<file path="src/rtl/multicycle_controller.sv">
// Multicycle MIPS sequencing controller: steps the shared ALU and unified memory through fetch/decode/execute/mem/writeback.
// Optional jump support is compiled in when MULTICYCLE_CTRL_JUMP_EN is defined; otherwise op 000010 decodes as illegal.
module multicycle_controller (
    input  logic        clk,
    input  logic        rst,
    input  logic [5:0]  op,
    input  logic [5:0]  funct,
    input  logic        zero,
    input  logic        mem_ready,
    output logic        IorD,
    output logic        mem_write,
    output logic        IR_write,
    output logic        reg_write,
    output logic        reg_dst,
    output logic        mem_to_reg,
    output logic        ALU_srcA,
    output logic [1:0]  ALU_srcB,
    output logic [2:0]  ALU_control,
    output logic [1:0]  PC_src,
    output logic        PC_en,
    output logic        illegal,
    output logic [3:0]  state,
    output logic [31:0] instr_count
);

    typedef enum logic [3:0] {
        S_FETCH    = 4'd0,
        S_DECODE   = 4'd1,
        S_MEMADR   = 4'd2,
        S_MEMREAD  = 4'd3,
        S_MEMWB    = 4'd4,
        S_MEMWRITE = 4'd5,
        S_EXECUTE  = 4'd6,
        S_ALUWB    = 4'd7,
        S_BRANCH   = 4'd8,
        S_ADDIEXEC = 4'd9,
        S_ADDIWB   = 4'd10,
        S_JUMP     = 4'd11
    } state_t;

    localparam logic [2:0] ALU_ADD = 3'b010;
    localparam logic [2:0] ALU_SUB = 3'b110;
    localparam logic [2:0] ALU_AND = 3'b000;
    localparam logic [2:0] ALU_OR  = 3'b001;
    localparam logic [2:0] ALU_SLT = 3'b111;

    state_t      state_q, state_d;
    logic [31:0] instr_count_q, instr_count_d;
    logic        pc_write;
    logic        branch;
    logic        retire;
    logic        funct_ok;
    logic [2:0]  funct_alu;

    always_comb begin
        funct_ok  = 1'b1;
        funct_alu = ALU_ADD;
        case (funct)
            6'b100000: funct_alu = ALU_ADD;
            6'b100010: funct_alu = ALU_SUB;
            6'b100100: funct_alu = ALU_AND;
            6'b100101: funct_alu = ALU_OR;
            6'b101010: funct_alu = ALU_SLT;
            default:   funct_ok  = 1'b0;
        endcase
    end

    always_comb begin
        state_d     = state_q;
        IorD        = 1'b0;
        mem_write   = 1'b0;
        IR_write    = 1'b0;
        reg_write   = 1'b0;
        reg_dst     = 1'b0;
        mem_to_reg  = 1'b0;
        ALU_srcA    = 1'b0;
        ALU_srcB    = 2'b00;
        ALU_control = ALU_ADD;
        PC_src      = 2'b00;
        pc_write    = 1'b0;
        branch      = 1'b0;
        illegal     = 1'b0;
        retire      = 1'b0;

        case (state_q)
            S_FETCH: begin
                ALU_srcB = 2'b01;
                IR_write = mem_ready;
                pc_write = mem_ready;
                if (mem_ready) state_d = S_DECODE;
            end
            S_DECODE: begin
                ALU_srcB = 2'b11;
                case (op)
                    6'b000000: begin
                        if (funct_ok) begin
                            state_d = S_EXECUTE;
                        end else begin
                            state_d = S_FETCH;
                            illegal = 1'b1;
                        end
                    end
                    6'b100011, 6'b101011: state_d = S_MEMADR;
                    6'b000100:            state_d = S_BRANCH;
                    6'b001000:            state_d = S_ADDIEXEC;
`ifdef MULTICYCLE_CTRL_JUMP_EN
                    6'b000010:            state_d = S_JUMP;
`endif
                    default: begin
                        state_d = S_FETCH;
                        illegal = 1'b1;
                    end
                endcase
            end
            S_MEMADR: begin
                ALU_srcA = 1'b1;
                ALU_srcB = 2'b10;
                // Only lw and sw reach here, so sw is the only store opcode to test for.
                state_d  = (op == 6'b101011) ? S_MEMWRITE : S_MEMREAD;
            end
            S_MEMREAD: begin
                IorD = 1'b1;
                if (mem_ready) state_d = S_MEMWB;
            end
            S_MEMWB: begin
                reg_write  = 1'b1;
                mem_to_reg = 1'b1;
                retire     = 1'b1;
                state_d    = S_FETCH;
            end
            S_MEMWRITE: begin
                IorD      = 1'b1;
                mem_write = 1'b1;
                if (mem_ready) begin
                    retire  = 1'b1;
                    state_d = S_FETCH;
                end
            end
            S_EXECUTE: begin
                ALU_srcA    = 1'b1;
                ALU_control = funct_alu;
                state_d     = S_ALUWB;
            end
            S_ALUWB: begin
                reg_write = 1'b1;
                reg_dst   = 1'b1;
                retire    = 1'b1;
                state_d   = S_FETCH;
            end
            S_BRANCH: begin
                ALU_srcA    = 1'b1;
                ALU_control = ALU_SUB;
                PC_src      = 2'b01;
                branch      = 1'b1;
                retire      = 1'b1;
                state_d     = S_FETCH;
            end
            S_ADDIEXEC: begin
                ALU_srcA = 1'b1;
                ALU_srcB = 2'b10;
                state_d  = S_ADDIWB;
            end
            S_ADDIWB: begin
                reg_write = 1'b1;
                retire    = 1'b1;
                state_d   = S_FETCH;
            end
`ifdef MULTICYCLE_CTRL_JUMP_EN
            S_JUMP: begin
                PC_src   = 2'b10;
                pc_write = 1'b1;
                retire   = 1'b1;
                state_d  = S_FETCH;
            end
`endif
            default: state_d = S_FETCH;
        endcase

        PC_en = pc_write | (branch & zero);

        // Reset must squash any write the current state would issue, including a stalled store.
        if (rst) begin
            IorD        = 1'b0;
            mem_write   = 1'b0;
            IR_write    = 1'b0;
            reg_write   = 1'b0;
            reg_dst     = 1'b0;
            mem_to_reg  = 1'b0;
            ALU_srcA    = 1'b0;
            ALU_srcB    = 2'b00;
            ALU_control = ALU_ADD;
            PC_src      = 2'b00;
            PC_en       = 1'b0;
            illegal     = 1'b0;
            retire      = 1'b0;
        end

        instr_count_d = instr_count_q + {31'd0, retire};
    end

    always_ff @(posedge clk) begin
        if (rst) begin
            state_q       <= S_FETCH;
            instr_count_q <= 32'd0;
        end else begin
            state_q       <= state_d;
            instr_count_q <= instr_count_d;
        end
    end

    assign state       = state_q;
    assign instr_count = instr_count_q;

endmodule

</file>
<file path="config.mk">
export PLATFORM = sky130hd
export DESIGN_NAME = multicycle_controller
export DESIGN_NICKNAME = d
export VERILOG_FILES = /design/src/rtl/multicycle_controller.sv
export SDC_FILE = /design/constraint.sdc
export NUM_CORES = 1
export LEC_CHECK = 0
export CAP_MARGIN = 20
export CORE_MARGIN = 1.5
export CORE_UTILIZATION = 41
export CTS_CLUSTER_SIZE = 14
export DETAILED_ROUTE_END_ITERATION = 10
export PLACE_DENSITY = 0.73
export SLEW_MARGIN = 10
export SYNTH_ARGS = -nofsm -noshare
export SYNTH_HDL_FRONTEND = slang
export SYNTH_SLANG_ARGS = --single-unit
</file>
<file path="constraint.sdc">
create_clock -name clk -period 6.02 [get_ports clk]
set_clock_uncertainty 0.15 [all_clocks]
set_input_delay 1.204 -clock clk [delete_from_list [all_inputs] [get_ports clk]]
set_output_delay 1.204 -clock clk [all_outputs]
set_load 0.02 [all_outputs]
</file>
---- Word-level counts from Yosys, hierarchy flattened ----
Cells that the tools add are included.
word-level totals
  register bits ........................... 36
  output and inout bits ................... 52
cells by class
  $add $sub $neg .......................... 1
  eq/ne operators ......................... 22
  muxes and demuxes ....................... 38
  bitwise operators ....................... 2
  reductions and logical operators ........ 11
operator list
  operator                                              number
  equality test 6 bit (second input constant)           7
  adder 32 x 1 -> 32 bit                                1
  one-hot mux 4 bit (7 select lines)                    1
  two-way mux 1 bit                                     23
  equality test 4 x 3 -> 1 bit (second input constant)  4
  one-hot mux 4 bit (4 select lines)                    1
  equality test 4 bit (second input constant)           3
  two-way mux 4 bit                                     3
  one-hot mux 3 bit (4 select lines)                    1
  OR reduction 4 bit                                    3
  two-way mux 3 bit                                     3
  equality test 4 x 2 -> 1 bit (second input constant)  2
  equality test 6 x 3 -> 1 bit (second input constant)  1
  equality test 6 x 4 -> 1 bit (second input constant)  1
  logical NOT 6 bit                                     1
  != test 2 bit (second input constant)                 3
  one-hot mux 2 bit (3 select lines)                    1
  one-hot mux 3 bit (2 select lines)                    1
  OR reduction 2 bit                                    3
  OR reduction 5 bit                                    1
  equality test 4 x 1 -> 1 bit (second input constant)  1
  logical NOT 4 bit                                     1
  two-way mux 2 bit                                     2
  one-hot mux 1 bit (2 select lines)                    2
  4 further kinds                                       4

---- Logic depth before layout (Yosys ltp) ----
Gate-level depths: netlist (run 1).
  word-level depth ........................ 7
  depth in mapped cells ................... 13

---- Least setup slack after synthesis (run 1) ----
Ideal clock, no wire load.
  kind .................................... in2out
  start point ............................. input rst
  end point ............................... output illegal
  arrival ................................. 2.263 ns
  data required time ...................... 4.666 ns
  path slack .............................. 2.403 ns
  stages .................................. 4
  buffers on the path ..................... 1
  cell sequence ........................... clkbuf_1 -> nor2_1 -> nand2_1 -> nor4_1
between the ends
  word-level cells in the longest chain between the ends .. 1
ends and longest elaborated chain
  element             line  text
  start: declaration  5     input logic rst,
  two-way mux 1 bit   182   if (rst) begin
  end: declaration    21    output logic illegal,
No other way between the ends.

---- Worst setup path after layout (run 1) ----
  start point ............................. input rst
  end point ............................... output ALU_control[2]
between the ends
  word-level cells in the longest chain between the ends .. 1
ends and longest elaborated chain
  element            line  text
  two-way mux 3 bit  182
  end: declaration   18    output logic [2:0] ALU_control,
No other way between the ends.

==> impl_results.md, run 1 <==
* Status: finished clean
* Initial antenna violation count at 0
* Drt first pass iters at 4
* Largest net degree at the start of global routing at 22
* Worst-case clock buffer depth at 2
* Post-synthesis cell type with the largest combined area: dfxtp_1
* WP depth at 5
* VDD IR max at 0.0001302 V
* Num rows at 25
* GRT Overall Usage at 18.49%
* Post-Syn Instances at 251
* Antenna fix cells at 0
* CTS tree: built
* Cell with the biggest individual delay on the critical path: clkdlybuf4s50_1
* Synth unique cells at 49
* Final Cell Area at 2798 um2
* Root buffer selected by CTS: clkbuf_8
* CP cell instances: clkdlybuf4s50_1 > nor3_1 > and3_1 > o21bai_1 > clkdlybuf4s50_1
* Post-CTS setup buffer count at 0
* Synthesized Nets at 269
* Net Sw Power at 0.1058 mW
* CP Class: primary input to output port
* Synth Register Bits at 36
* Slew at the pin with the worst max-slew slack at 0.6126 ns
* Final Slew Violations at 0
* Number of global-route vias before repair at 1693
* Core area at 4723 um2
* Routability cong. at 0.8110
* Worst EP required at 4.67 ns
* Minimum hold slack at 0.3729 ns
* Rel. slew slack at 59.04%
* DRC Markers at 0
* Worst Hold Class: flop to flop
* Clock Latency Late Sink at 0.28 ns
* Post-synth EDFFs at 0
* Most frequent cells after synthesis: nor2_1 (46), dfxtp_1 (36), xnor2_1 (21), nand2_1 (19), nor3_1 (12)
* Peak Freq at 217.6 MHz
* Filler cells at 437
* Gates resized, CTS repair at 0
* Hold Buf Count CTS at 0
* CP Launch Type: primary input
* Warnings, synthesis at 0
* Synth top area share at 36.05%
* Post-Synthesis Mean Instance Area at 7.966 um2
* Ys flop type: dfxtp_1
* GRT overflow at 0
* Share of total power in the clock network at 41.9%
* Setup-failing EPs final at 0
* Worst stage delay on the critical path at 0.69 ns
* Critical path capture point type: output port
* Final setup TNS at 0 ns
* Clk sink count at 36
* Crit path max-delay family: buffers and inverters
* Register area share after synthesis at 36.05%
* Worst Path Max Fanout at 15
* Min Tclk post-route at 4.596 ns
* Detail Placement HPWL at 3554 um
* Flop pwr share at 49.4%
* Share of cells above drive strength 1 at 6.070%
* Tot Pwr at 0.4876 mW
* Post-Syn Area at 1999 um2
* Share of the core filled with cells at 59.23%
* DRT iter0 DRCs at 109
* CTS clk-pin slew, worst paths at 0.07 ns
* PD cells at 174.3 nW/um2
* Initial core utilization at 42.33%
* Fin. Hold Viols at 0
* Top cells by area, synth: dfxtp_1 (36%), xnor2_1 (9.2%), nor2_1 (8.6%)
* Via count at 1940
* Via/cell ratio at 5.105
* Die ar. at 5304 um2
* Crit path arrival time at 3.24 ns
* Int Pwr at 0.3818 mW
* Cell mode on critical path: clkdlybuf4s50_1
* TritonCTS buffer count at 5
* Placed inst area at 2690 um2
* Antenna Nets Post-Route at 0
* Cells on Worst Hold Path at 2
* Die height at 72.83 um
* Critical path buffers and inverters at 2
* RSZ-0062 raised after global routing: false
* Area Growth Syn to Fin at 39.92%
* Count leader, synth: nor2_1
* H-tree depth at 2
* Final Cycle Share at 76.35%
* Sw Share at 21.70%
* Lkg Pwr at 0.9608 nW
* Number of I/O pins at 68
* Post-Route WL at 4824 um
* Final #Nets at 330
* Combinational power share at 8.6%
* FF-to-FF path depth at 11
* Die Width at 72.83 um
* MaxCap Viol Count at 0
* WL/cell at 12.69 um
* Ys async rst share at 0%
* Port Buffers at 66
* First-pass GRT wire length at 7748 um
[state kept, by name, indices dropped and copies added (netlist names)]
| register | count |
|---|---|
| instr_count | 32 |
| state | 4 |
[layout by cell type (no fill, tap or decap), types with 2 or more instances in the layout]
| master | instances |
|---|---|
| xnor2_1 | 21 |
| nand4_1 | 6 |
| ha_1 | 2 |
| nor4_1 | 4 |
| and3_1 | 7 |
| nor4_2 | 2 |
| o21ai_0 | 5 |
| nand2_1 | 19 |
| inv_1 | 10 |
| a31oi_1 | 2 |
| nor2_1 | 46 |
| buf_4 | 2 |
| clkdlybuf4s50_1 | 66 |
| and2_1 | 2 |
| and4_1 | 4 |
| nor2b_1 | 5 |
| dfxtp_1 | 36 |
| nand3_1 | 10 |
| nor3_1 | 12 |
| a21oi_1 | 9 |
| or3_1 | 4 |
| xor2_1 | 7 |
| clkbuf_8 | 5 |
[final timing paths]
path	from	end	slack (ns)
setup / recovery	rst	ALU_control[2]	1.42
hold / removal	instr_count[31]$_SDFF_PP0_	instr_count[31]$_SDFF_PP0_	0.37
setup reg to reg	state[1]$_SDFFE_PP0P_	instr_count[22]$_SDFF_PP0_	2.66
hold reg to reg	instr_count[31]$_SDFF_PP0_	instr_count[31]$_SDFF_PP0_	0.37
[power groups by stage]
stage	registers [mW]	logic, mW	clock network (mW)
finish	0.241	0.0421	0.204
global route	0.241	0.0454	0.221
CTS	0.241	0.0423	0.212
detailed placement	0.246	0.0420	0
global placement	0.246	0.0417	0
floorplan	0.245	0.0213	0
[cell families after synthesis]
kind of cell | count (synthesis) | synth area share [%]
and+or+nand+nor | 130 | 34.86
DFF | 36 | 36.04
AOI/OAI and AO/OA | 29 | 9.575
other | 1 | 0.1876
muxes | 1 | 0.5006
buffers and inverters | 24 | 5.320
adders and majority gates | 2 | 1.251
xor gates and xnor gates | 28 | 12.27
[metrics by stage]
step                      std cells  setup slack (ns)
after CTS                       380             1.399
after global placement          372             1.500
after detailed placement        372             1.410
after global routing            380             1.332
after floorplan                 251             2.403
final                           380             1.424
[worst register-to-register path, delay by kind of cell (launching register included)]
| family | cells | cell delay (ns) |
|---|---|---|
| flip-flops | 1 | 0.57 |
| XOR/XNOR | 1 | 0.17 |
| AO/OA/AOI/OAI | 1 | 0.35 |
| adder cells (fa/ha/maj) | 2 | 0.44 |
| AND/OR/NAND/NOR | 7 | 1.58 |
[cell type report]
cell class                      instances  area, um2  share of cell area, %
Multi-Input combinational cell        191       1172                  41.91
Clock inverter                          2      35.03                  1.252
Inverter                               10      37.54                  1.342
Clock buffer                            6      72.57                  2.594
Tap cell                               67      83.83                  2.996
Sequential cell                        36      720.7                  25.76
Timing Repair Buffer                   68      675.6                  24.15
[routing by layer]
layer	track usage, %	vias to the layer above	share of wire [%]
met4	7.128	0	1.4
met5	0	-	0
li1	-	992	-
met1	24.36	896	47
met2	29.56	44	48
met3	4.006	8	3.7
Power figures use the tool's default switching activity.
==> inputs of run 2 (changes only) <==
PLACE_DENSITY = 0.76   (was 0.73)
clock period = 3.8 ns   (was 6.02 ns; I/O delays follow)
==> run 2 against run 1 <==
Non-clock buffer count up 3. Largest power group unchanged. Worst setup slack worse by 1.2 ns. Global-route usage increased by 0.085 points. Worst hold slack improved by 0.0044 ns. Critical path depth is the same. Combinational power grew 60%. First-iteration DRC count shrank 42%. Via count fell by 0.10%. Cell count grew 0.79%.
==> impl_results.md, run 2 (synthesis results as in run 1) <==
* Initial core utilization at 42.33% (unchanged)
* Share of the core filled with cells at 59.39% (+0.16 points)
* Routing usage on met3 at 4.558% (+0.55 points)
* Final setup TNS at 0 ns (unchanged)
* Post-CTS setup buffer count at 0 (unchanged)
* Die ar. at 5304 um2 (unchanged)
* Most frequent cells in the layout: clkdlybuf4s50_1 (66), nor2_1 (46), dfxtp_1 (36), xnor2_1 (21), nand2_1 (19)
* Share of cells above drive strength 1 at 7.278% (+1.2 points)
* Most Crowded Layer GR: met2
* Final Slew Violations at 0 (unchanged)
* Post-route insts no fill at 383 (+0.79%)
* Post-Route WL at 4730 um (-1.9%)
* Cell mode on critical path: clkdlybuf4s50_1
* Number of global-route vias before repair at 1704 (+0.65%)
* Sequential Area at 720.7 um2 (unchanged)
* Port Buffers at 66 (unchanged)
* Worst EP required at 2.89 ns (-1.78 ns)
* RSZ-0062 raised after global routing: false
* Clock Latency Late Sink at 0.29 ns (about the same)
* Routability cong. at 0.8184 (+0.91%)
* PD cells at 260.9 nW/um2 (+50%)
* Largest net degree at the start of global routing at 28 (+27%)
* GRT Overall Usage at 18.58% (+0.085 points)
* MaxCap Viol Count at 0 (unchanged)
* GR Util met2 at 29.05% (-0.51 points)
* Via/cell ratio at 5.060 (-0.89%)
* CP Launch Type: primary input
* DRT iter0 DRCs at 63 (-42%)
* Antenna fix cells at 0 (unchanged)
* Die Width at 72.83 um (unchanged)
* TritonCTS buffer count at 5 (unchanged)
* Min Tclk post-route at 3.604 ns
* Setup-failing EPs final at 0 (unchanged)
* Core area at 4723 um2 (unchanged)
* VDD IR max at 0.0002150 V (+65%)
* Number of I/O pins at 68 (unchanged)
* Worst-case clock buffer depth at 2 (unchanged)
* Initial antenna violation count at 0 (unchanged)
* Final #Nets at 333 (+0.91%)
* Worst stage delay on the critical path at 0.57 ns (-0.12 ns)
* Antenna Nets Post-Route at 0 (unchanged)
* Via count at 1938 (-0.10%)
* Placed inst area at 2713 um2 (+0.84%)
* Worst Path Max Fanout at 3 (-12)
* CP Class: primary input to output port
* Final Cell Area at 2805 um2 (+0.27%)
* Final Cycle Share at 94.85%
* Gates resized, CTS repair at 0 (unchanged)
* GRT overflow at 0 (unchanged)
* Most common cell after layout, fill and taps aside: clkdlybuf4s50_1
* Critical path capture point type: output port
* Largest register FFs at 32 (unchanged)
* Status: finished clean
* Peak Freq at 277.5 MHz
* Tot Pwr at 0.7320 mW (+50%)
* Crit path arrival time at 2.69 ns (-0.55 ns)
* CTS clk-pin slew, worst paths at 0.07 ns (about the same)
* Drt first pass iters at 4 (unchanged)
* H-tree depth at 2 (unchanged)
* Inst Count DP at 375 (+0.81%)
* Cell with the biggest individual delay on the critical path: or4_4
* WL/cell at 12.35 um (-2.7%)
* Die height at 72.83 um (unchanged)
* Lkg Pwr at 0.9696 nW (+0.93%)
* CP cell instances: clkdlybuf4s50_1 > or4_4 > nor4_4 > nor4_1 > clkdlybuf4s50_1
* Met1 Resource Use GR at 24.21% (-0.15 points)
* Root buffer selected by CTS: clkbuf_8
* Clk sink count at 36 (unchanged)
* CTS tree: built
* Fin. Hold Viols at 0 (unchanged)
* Num rows at 25 (unchanged)
* Filler cells at 426 (-2.5%)
* First-pass GRT wire length at 7776 um (+0.36%)
* DRC Markers at 0 (unchanged)
* Hold Buf Count CTS at 0 (unchanged)
* Detail Placement HPWL at 3485 um (-2.0%)
* Area Growth Syn to Fin at 40.30%
* Worst Hold Class: flop to flop
* Area of the multi-input gates at 1172 um2 (unchanged)
-- run 2: area by class of cell --
cell class / instances / share of cell area, %
well taps: 67 / 2.988
flip-flops and latches: 36 / 25.69
repair buffers: 71 / 24.89
multi-input cells: 191 / 41.79
inverters: 10 / 1.338
clock buffers: 6 / 2.944
clock inverters: 2 / 0.3568
-- run 2: report_power, final --
part,internal [mW],switching [mW]
combinational,0.0327,0.0348
clock,0.145,0.138
sequential,0.378,0.00356
total,0.555,0.177
-- run 2: path summary, 6_finish.rpt --
path	startpoint	slack, ns	depth (start not counted)	end
max	op[1]	0.20	5	illegal
max reg2reg	state[1]$_SDFFE_PP0P_	0.78	11	instr_count[14]$_SDFF_PP0_
min reg2reg	instr_count[31]$_SDFF_PP0_	0.38	2	instr_count[31]$_SDFF_PP0_
min	instr_count[31]$_SDFF_PP0_	0.38	2	instr_count[31]$_SDFF_PP0_
-- run 2: metal layers --
metal  vias to the layer above  share of wire (%)  wire, um
met5                         -                  0         0
met4                         0                2.1       101
met3                        10                5.2       245
met2                        61                 47      2246
met1                       874                 45      2137
li1                        993                  -         -
-- run 2: worst max-delay path: cells and delay by family --
family / cells / cell delay (ns)
buf+inv: 2 / 1.00
simple gates: 3 / 0.93
-- run 2: metrics by stage --
stage / worst slack [ns] / hold slack [ns]
floorplan: 0.9633 / 0.4325
global placement: 0.2599 / 0.3477
detailed placement: 0.2091 / 0.3607
CTS: 0.2090 / 0.3839
global route: 0.1581 / 0.4290
finish: 0.1957 / 0.3773
==> inputs of run 3 (changes only) <==
CTS_CLUSTER_SIZE = 24   (was 14)
==> results of run 3 <==
Final layout, timing and power as in run 2 (identical DEF).
